## src/rtl/ir_hit_decoder.sv

```systemverilog
// ir_hit_decoder: pulse-width IR shot-frame decoder producing an 8-bit shooter ID.
// Define IR_PARITY_EN to expect a 9th even-parity mark after the ID bits.
module ir_hit_decoder #(
   parameter int CLK_DIV   = 100,
   parameter int HDR_MIN   = 2000,
   parameter int HDR_MAX   = 3000,
   parameter int ZERO_MIN  = 400,
   parameter int ZERO_MAX  = 800,
   parameter int ONE_MIN   = 1000,
   parameter int ONE_MAX   = 1400,
   parameter int SPACE_MAX = 1000
) (
   input  logic       PCLK,
   input  logic       PRESET,
   input  logic       hit_data,
   input  logic       hit_ack,
   output logic [7:0] hit_id,
   output logic       hit_valid,
   output logic       HIT_INT,
   output logic       frame_err,
   output logic       overrun
);

`ifdef IR_PARITY_EN
   localparam int NBITS = 9;
`else
   localparam int NBITS = 8;
`endif
   localparam int PW = (CLK_DIV > 1) ? $clog2(CLK_DIV) : 1;

   localparam logic [11:0] L_HDR_MIN   = 12'(HDR_MIN);
   localparam logic [11:0] L_HDR_MAX   = 12'(HDR_MAX);
   localparam logic [11:0] L_ZERO_MIN  = 12'(ZERO_MIN);
   localparam logic [11:0] L_ZERO_MAX  = 12'(ZERO_MAX);
   localparam logic [11:0] L_ONE_MIN   = 12'(ONE_MIN);
   localparam logic [11:0] L_ONE_MAX   = 12'(ONE_MAX);
   localparam logic [11:0] L_SPACE_MAX = 12'(SPACE_MAX);
   localparam logic [3:0]  L_LAST      = 4'(NBITS - 1);
   localparam logic [PW-1:0] L_PRE_TOP = PW'(CLK_DIV - 1);

   typedef enum logic [2:0] {
      S_IDLE,
      S_HDR,
      S_SPACE,
      S_BIT,
      S_DONE
   } state_t;

   state_t r_state;
   state_t w_next;

   logic             r_s1;
   logic             r_s;
   logic             r_s_d;
   logic [1:0]       r_live;
   logic             r_armed;
   logic [PW-1:0]    r_pre;
   logic [11:0]      r_width;
   logic [3:0]       r_bitcnt;
   logic [NBITS-1:0] r_shift;
   logic [7:0]       r_hit_id;
   logic             r_hit_valid;
   logic             r_hit_int;
   logic             r_frame_err;
   logic             r_overrun;

   logic       w_tick;
   logic       w_fall;
   logic       w_rise;
   logic       w_in_hdr;
   logic       w_in_zero;
   logic       w_in_one;
   logic       w_abort;
   logic       w_shift;
   logic       w_bit;
   logic       w_hdr_ok;
   logic       w_good;
   logic       w_bad;
   logic       w_par_ok;
   logic [7:0] w_id;

   // r_live flushes the reset value out of the synchronizer before arming,
   // so a line already low at reset release cannot look like a mark start.
   always_ff @(posedge PCLK) begin
      if (PRESET) begin
         r_s1    <= 1'b1;
         r_s     <= 1'b1;
         r_s_d   <= 1'b1;
         r_live  <= 2'b00;
         r_armed <= 1'b0;
      end else begin
         r_s1    <= hit_data;
         r_s     <= r_s1;
         r_s_d   <= r_s;
         r_live  <= {r_live[0], 1'b1};
         r_armed <= r_armed | (r_live[1] & r_s);
      end
   end

   assign w_fall = r_armed & r_s_d & ~r_s;
   assign w_rise = ~r_s_d & r_s;
   assign w_tick = (r_pre == L_PRE_TOP);

   always_ff @(posedge PCLK) begin
      if (PRESET) begin
         r_pre <= '0;
      end else if (w_tick) begin
         r_pre <= '0;
      end else begin
         r_pre <= r_pre + 1'b1;
      end
   end

   always_ff @(posedge PCLK) begin
      if (PRESET) begin
         r_width <= '0;
      end else if (w_fall | w_rise) begin
         r_width <= '0;
      end else if (w_tick && (r_width != 12'hFFF)) begin
         r_width <= r_width + 1'b1;
      end
   end

   assign w_in_hdr  = (r_width >= L_HDR_MIN) && (r_width <= L_HDR_MAX);
   assign w_in_zero = (r_width >= L_ZERO_MIN) && (r_width <= L_ZERO_MAX);
   assign w_in_one  = (r_width >= L_ONE_MIN) && (r_width <= L_ONE_MAX);

   always_ff @(posedge PCLK) begin
      if (PRESET) begin
         r_state <= S_IDLE;
      end else begin
         r_state <= w_next;
      end
   end

   always_comb begin
      w_next   = r_state;
      w_abort  = 1'b0;
      w_shift  = 1'b0;
      w_bit    = 1'b0;
      w_hdr_ok = 1'b0;
      unique case (r_state)
         S_IDLE: begin
            if (w_fall) begin
               w_next = S_HDR;
            end
         end
         S_HDR: begin
            if (w_rise) begin
               if (w_in_hdr) begin
                  w_next   = S_SPACE;
                  w_hdr_ok = 1'b1;
               end else begin
                  w_next  = S_IDLE;
                  w_abort = 1'b1;
               end
            end else if (r_width > L_HDR_MAX) begin
               w_next  = S_IDLE;
               w_abort = 1'b1;
            end
         end
         S_SPACE: begin
            if (w_fall) begin
               w_next = S_BIT;
            end else if (r_width > L_SPACE_MAX) begin
               w_next  = S_IDLE;
               w_abort = 1'b1;
            end
         end
         S_BIT: begin
            if (w_rise) begin
               if (w_in_zero || w_in_one) begin
                  w_shift = 1'b1;
                  w_bit   = w_in_one;
                  w_next  = (r_bitcnt == L_LAST) ? S_DONE : S_SPACE;
               end else begin
                  w_next  = S_IDLE;
                  w_abort = 1'b1;
               end
            end else if (r_width > L_ONE_MAX) begin
               w_next  = S_IDLE;
               w_abort = 1'b1;
            end
         end
         S_DONE: begin
            w_next = S_IDLE;
         end
         default: begin
            w_next = S_IDLE;
         end
      endcase
   end

`ifdef IR_PARITY_EN
   assign w_par_ok = ~^r_shift;
   assign w_id     = r_shift[8:1];
`else
   assign w_par_ok = 1'b1;
   assign w_id     = r_shift;
`endif

   always_comb begin
      w_good = 1'b0;
      w_bad  = 1'b0;
      if (r_state == S_DONE) begin
         w_good = w_par_ok;
         w_bad  = ~w_par_ok;
      end
   end

   always_ff @(posedge PCLK) begin
      if (PRESET) begin
         r_bitcnt <= '0;
         r_shift  <= '0;
      end else if (w_hdr_ok) begin
         r_bitcnt <= '0;
         r_shift  <= '0;
      end else if (w_shift) begin
         r_bitcnt <= r_bitcnt + 1'b1;
         r_shift  <= {r_shift[NBITS-2:0], w_bit};
      end
   end

   // A good frame wins over a same-cycle ack for HIT_INT; ack wins for overrun.
   always_ff @(posedge PCLK) begin
      if (PRESET) begin
         r_hit_id    <= '0;
         r_hit_valid <= 1'b0;
         r_hit_int   <= 1'b0;
         r_frame_err <= 1'b0;
         r_overrun   <= 1'b0;
      end else begin
         r_hit_valid <= w_good;
         r_frame_err <= w_abort | w_bad;
         if (w_good) begin
            r_hit_id <= w_id;
         end
         if (w_good) begin
            r_hit_int <= 1'b1;
         end else if (hit_ack) begin
            r_hit_int <= 1'b0;
         end
         if (hit_ack) begin
            r_overrun <= 1'b0;
         end else if (w_good && r_hit_int) begin
            r_overrun <= 1'b1;
         end
      end
   end

   assign hit_id    = r_hit_id;
   assign hit_valid = r_hit_valid;
   assign HIT_INT   = r_hit_int;
   assign frame_err = r_frame_err;
   assign overrun   = r_overrun;

endmodule

```

## config.mk

```make
export PLATFORM = sky130hd
export DESIGN_NAME = ir_hit_decoder
export DESIGN_NICKNAME = d
export VERILOG_FILES = /design/src/rtl/ir_hit_decoder.sv
export SDC_FILE = /design/constraint.sdc
export NUM_CORES = 1
export LEC_CHECK = 0
export CAP_MARGIN = 30
export CORE_ASPECT_RATIO = 0.5
export CORE_MARGIN = 3
export CORE_UTILIZATION = 40
export CTS_CLUSTER_SIZE = 24
export DETAILED_ROUTE_END_ITERATION = 8
export GPL_ROUTABILITY_DRIVEN = 0
export PLACE_DENSITY_LB_ADDON = 0.2
export SETUP_SLACK_MARGIN = 0.1
export SLEW_MARGIN = 20
export SYNTH_ARGS = -nofsm -noshare
export SYNTH_HDL_FRONTEND = slang
export SYNTH_SLANG_ARGS = --single-unit
```

## constraint.sdc

```tcl
create_clock -name PCLK -period 2.6 [get_ports PCLK]
set_input_delay 0.26 -clock PCLK [delete_from_list [all_inputs] [get_ports PCLK]]
set_output_delay 0.26 -clock PCLK [all_outputs]
set_load 0.05 [all_outputs]
```

# After elaboration in Yosys (flattened, before gate mapping)
# Index checks and enable logic that the tools add are counted.
# word_totals
in_bits	4
regBits	52
# op_classes
n_addsub	3
n_bitwise	8
eq_ne	11
n_mux	33
reduce_logical	13
n_lt_le_gt_ge	9
# op_table
op	count
$mux W3	9
$mux W1	21
$add A12 B1 Y12 const B	1
$ge A12 B10 Y1 const B	1
$ge A12 B11 Y1 const B	1
$ge A12 B9 Y1 const B	1
$gt A12 B10 Y1 const B	1
$gt A12 B11 Y1 const B	1
$gt A12 B12 Y1 const B	1
$le A12 B10 Y1 const B	1
$le A12 B11 Y1 const B	1
$le A12 B12 Y1 const B	1
$ne A12 B12 Y1 const B	1
$pmux W3 S4	1
$ne A3 B3 Y1 const B	3
$reduce_or A2 Y1	4
$add A7 B1 Y7 const B	1
$eq A7 B7 Y1 const B	1
$eq A3 B2 Y1 const B	2
$logic_and A1 B1 Y1	5
$add A4 B1 Y4 const B	1
$and A1 B1 Y1	4
$eq A4 B3 Y1 const B	1
$reduce_and A4 Y1	1
10 further kinds	12

# Longest topological paths before layout
# depth
depth_word	6
ltp_mapped	8
mapped_depth_nobuf	7

# Worst setup path after synthesis
# OpenSTA, ideal clock, no wires.
# synth_timing
kind	reg-to-reg
start	reg r_width[0]
end	reg r_bitcnt[3]
arrival_ns	1.852
path_stages_with_launch	8
setup_slack_ns	0.627
path_buffers	0
required_time_ns	2.479
cell_sequence	dfxtp_1 > inv_1 > ha_1 > or4b_4 > a211oi_4 > o21a_4 > o2111ai_2 > mux2_4
# synth_between
elab_chain_cells	6
word_cells_on_any_way	17
# synth_lines
item	line_no	source
from (decl)	58	logic [11:0] r_width;
from (signal assigned)	120	r_width <= r_width + 1'b1;
$ge A12 B11 Y1, or another cell as far along	124	assign w_in_hdr = (r_width >= L_HDR_MIN) && (r_width <= L_HDR_MAX);
$logic_and A1 B1 Y1, on equally long branches	124, 125, 126	
$mux W1 or $logic_or A1 B1 Y1 (tied branches)	150, 172	
$mux W1, on equally long branches	149, 172	
$mux W1, on equally long branches	142, 171	
$reduce_or A2 Y1 (no source line) or $mux W1 (tied branches)	n/a	
to (signal assigned)	219	r_bitcnt <= r_bitcnt + 1'b1;
to (decl)	59	logic [3:0] r_bitcnt;
# Parallel ways exist; a longest one is shown, timed or not.
# A chain may end at the register's enable or synchronous reset.

# Worst setup path in the final report
# layout_timing
start	reg r_width[7]
end	reg r_bitcnt[3]
# The elaborated chain is that of the path after synthesis.

==> results.md <==
Clock tree:
- After clock tree synthesis, the flow added hold-fix buffers numbering 0.
- The clock latency at the later pin of the worst-skew pair is 0.29 ns.
- The clock sink count is 52.
- The total clock buffers created by CTS is 5.
- The total of cells resized after clock tree synthesis is 0.
- TritonCTS built the clock tree.
- The clock tree buffer depth is 2.
- After clock tree synthesis, the clock-pin slew on the worst setup and hold paths is 0.07 ns.
- The clock tree root driver cell is clkbuf_16.
- The H-tree generated during clock tree synthesis spans 2 levels.
- The buffers inserted during post-CTS setup optimization is 0.

Routing:
- The average via count per standard cell is 5.49.
- The average wire per cell in the routed design is 14.1 µm.
- The overall routed net length is 5250 µm.
- The detail route stage leaves a number of antenna-violating nets equal to 0.
- The vias after detailed routing is 2047.
- The first-iteration detailed-routing DRC count is 78.
- For this run, design rule violations remaining after detail routing come to 0.
- Before antenna repair, the detailed router went through 4 iterations.

GRT:
- Global routing used 27.6% of the available met2 tracks.
- The via count of the first global-routing pass is 1962.
- The initial antenna violation count is 0.
- In the global route stage, met3 resource usage came out at 4.22%.
- The global routing stage identified its most utilized layer as met2.
- The met1 track demand over resource in global routing is 20.0%.
- The total grt overflow is 0.
- The first-pass GRT wire length is 9030 µm.
- The largest net degree at the start of global routing is 22.
- Across every metal layer, demand over resource in global routing totals 15.9%.

Worst setup path:
- The worst reg2reg path depth is 5.
- The number of buffers and inverters on the critical path is 0.
- The startpoint type of the worst setup path is a flip-flop.
- The critical path's largest stage delay is 0.63 ns.
- The end of the worst register-to-register path is r_bitcnt[3].
- Broken down by cell family, the worst path's largest delay share belongs to compound AO/OA/AOI/OAI gates.
- For flop-to-flop paths, the worst setup slack is 0.38 ns.
- The critical path class is reg2reg.
- The kind of end point of the critical path is a flip-flop.
- The arrival time of data at the critical path endpoint is 2.40 ns.
- The required time reported for the critical path endpoint is 2.78 ns.
- The slowest stage of the critical path belongs to the cell dfxtp_1.
- The peak fanout along the critical path is 14.
- Walking the worst path, the cells encountered are nand3_1 -> o21ai_0 -> o2111a_1 -> o2111ai_2 -> mux2_4.
- In this run the critical register-to-register path is launched from r_width[7].

STA:
- The headroom to the max-slew limit is 56.8%.
- The count of endpoints failing setup in the final report is 0.
- For the finished layout, the period the worst path requires is 2.22 ns.
- Hold timing on the final database bottoms out at a slack of 0.426 ns.
- The largest clock skew in the final design is 0.00231 ns.
- The ratio of final minimum period to clock period is 85.2%.
- The highest clock rate is 451 MHz.
- The final hold violation count is 0.
- For the final routed database, the setup TNS stands at 0 ns.
- Setup repair after global routing left no endpoint under its margin.
- The number of pins exceeding their max-slew limit in the final report is 0.
- The transition at the pin with the smallest max-transition slack is 0.642 ns.

Power and ir drop:
- For this design the static power due to leakage is 0.00104 µW.
- The share of total power dissipated in sequential elements is 50.3%.
- The design draws 1610 µW.
- The combinational fraction of design power is 2.6%.
- IR analysis of the VDD net gives a maximum drop of 0.000285 V.
- Of the total power, the clock network draws 47.0%.
- The internal cell power is 1280 µW.
- For this design the total switching power over the nets is 329 µW.
- The switching power as a share of total power is 20.5%.
- Dividing total power by cell area gives a power density of 571 nW/µm².

Synthesis:
- Of all cell types, the one taking the most synthesized area is dfxtp_1.
- Yosys printed 0 warnings.
- The commonest cells after synthesis are dfxtp_1 (52), nand2_1 (29), a21oi_1 (27), nor2_1 (27), nand3_1 (18).
- After synthesis, the share of flip-flops with an asynchronous set or reset is 0%.
- The sequential area share after synthesis is 42.4%.
- Ranked by total cell area, the synthesized netlist is headed by dfxtp_1 (42%), a21oi_1 (5.5%), nand2_1 (4.4%).
- After synthesis the cells add up to 2450 µm².
- In the post-synthesis netlist, the cell with the most instances is dfxtp_1.
- The number of synthesized register bits is 52.
- The number of different library cells used by synthesis comes to 51.
- The mean instance size in the synthesized netlist is 8.47 µm².
- Summed over its instances, the top area cell type makes up 42.4% of the synthesized netlist area.
- Synthesis produced 290 cells.
- In the synthesized netlist the dominant register cell turns out to be dfxtp_1.
- The post-synth net total is 298.
- The number of enable flip-flop cells after synthesis is 0.

Finish:
- The antenna diode count is 0.
- The filler cell count is 581.
- The post-route netlist has 8.33% of its cells at a drive strength greater than 1.
- The finished layout holds 373 standard cells, fillers aside.
- For this run, the post-layout net count is 307.
- From synthesis to final layout, the design area changed by 14.9%.

Outcome:
- The flow ran to the end, and the final reports show no timing, DRC or antenna violations.

Min path:
- The path class of the lowest-slack min-delay path is reg2reg.
- The start point of the worst min-delay path is r_s1.
- The worst hold path terminates at r_s.
- The hold path depth is 1.

Placed design:
- Once detailed placement completed, the half-perimeter wirelength came to 3670 µm.
- The placed instance count is 365.
- The count of buffers from port buffering is 15.

Floorplan:
- The starting density of the core is 43.0%.
- The floorplan step defined a die boundary enclosing 7170 µm².
- After floorplanning, the core was divided into 19 placement rows.
- The vertical extent of the die is 61.4 µm.
- The area of the core is 5710 µm².
- From left edge to right edge, the die measures 117 µm.
- For this design the top-level I/O count stands at 16.

Flow run:
- Across the run, the number of max-cap violations was 0.
-- registers in the layout (all words and copies together) (netlist names) --
| name | count |
|---|---|
| r_shift | 8 |
| r_s_d | 1 |
| hit_id | 8 |
| r_bitcnt | 4 |
| r_state | 3 |
| r_pre | 7 |
| hit_valid | 1 |
| r_armed | 1 |
| r_s1 | 1 |
| r_width | 12 |
| r_live | 2 |
| r_s | 1 |
| frame_err | 1 |
| overrun | 1 |
| HIT_INT | 1 |
-- power by group through the flow --
stage | Sequential (µW) | Clock, µW | Combinational [µW]
finish | 811 | 757 | 42.2
global route | 811 | 811 | 49.3
CTS | 810 | 779 | 42.8
detailed placement | 829 | 0 | 42.2
global placement | 829 | 0 | 41.4
floorplan | 827 | 0 | 27.4
-- cells by family after synthesis --
kind of cell,Yosys count,share of synthesized area (%)
compound gates,74,20.1
xor+xnor,12,4.28
fa+ha+maj,4,2.04
buf+inv,22,4.03
flops,52,42.4
mux,2,1.07
simple gates,124,26.0
-- worst register-to-register path, delay by kind of cell, from the launching register on --
kind / cells / cell delay, ns
DFF: 1 / 0.63
AOI/OAI and AO/OA: 3 / 1.00
muxes: 1 / 0.31
and+or+nand+nor: 1 / 0.16
-- how the worst max path moves through the flow --
stage                              to  slack (ns)  cells past startpoint        from
after floorplan           r_bitcnt[3]        0.63                      7  r_width[0]
after global placement    r_bitcnt[3]        0.50                      7  r_width[0]
after detailed placement  r_bitcnt[3]        0.43                      5  r_width[6]
after CTS                 r_bitcnt[3]        0.41                      5  r_width[6]
after global routing      r_bitcnt[3]        0.17                      5  r_width[7]
final                     r_bitcnt[3]        0.38                      5  r_width[7]
-- layer usage --
| metal | share of wire, % | routed length [µm] |
|---|---|---|
| met1 | 49 | 2560 |
| met4 | 0.80 | 42 |
| met5 | 0 | 0 |
| met2 | 47 | 2450 |
| met3 | 3.8 | 197 |
-- cells in the final DEF (no fill, tap or decap), types with 7 or more instances in the layout --
cell type,Yosys,final
nor2_1,27,27
a21oi_1,27,27
dfxtp_1,52,52
or3_1,7,7
clkdlybuf4s50_1,0,15
nand3_1,18,18
and3_1,8,8
nand2_1,29,29
xor2_1,8,8
o21ai_0,17,17
-- area by class of cell --
type                            count  area, µm²  area share [%]
Multi-Input combinational cell    216       1320            46.6
Sequential cell                    52       1040            36.9
Clock inverter                      3       46.3            1.64
Timing Repair Buffer               20        188            6.65
Tap cell                           73       91.3            3.24
Inverter                            4       15.0           0.532
Clock buffer                        5        125            4.43
-- metrics by stage --
step / utilization [%] / setup WS [ns] / instance area (µm²)
floorplan: - / 0.627 / 2450
global placement: 46.4 / 0.498 / 2650
detailed placement: 46.4 / 0.433 / 2650
CTS: 49.5 / 0.409 / 2820
global route: 49.5 / 0.171 / 2820
finish: 49.5 / 0.384 / 2820
Note: power is estimated with default switching activity, not from simulation.
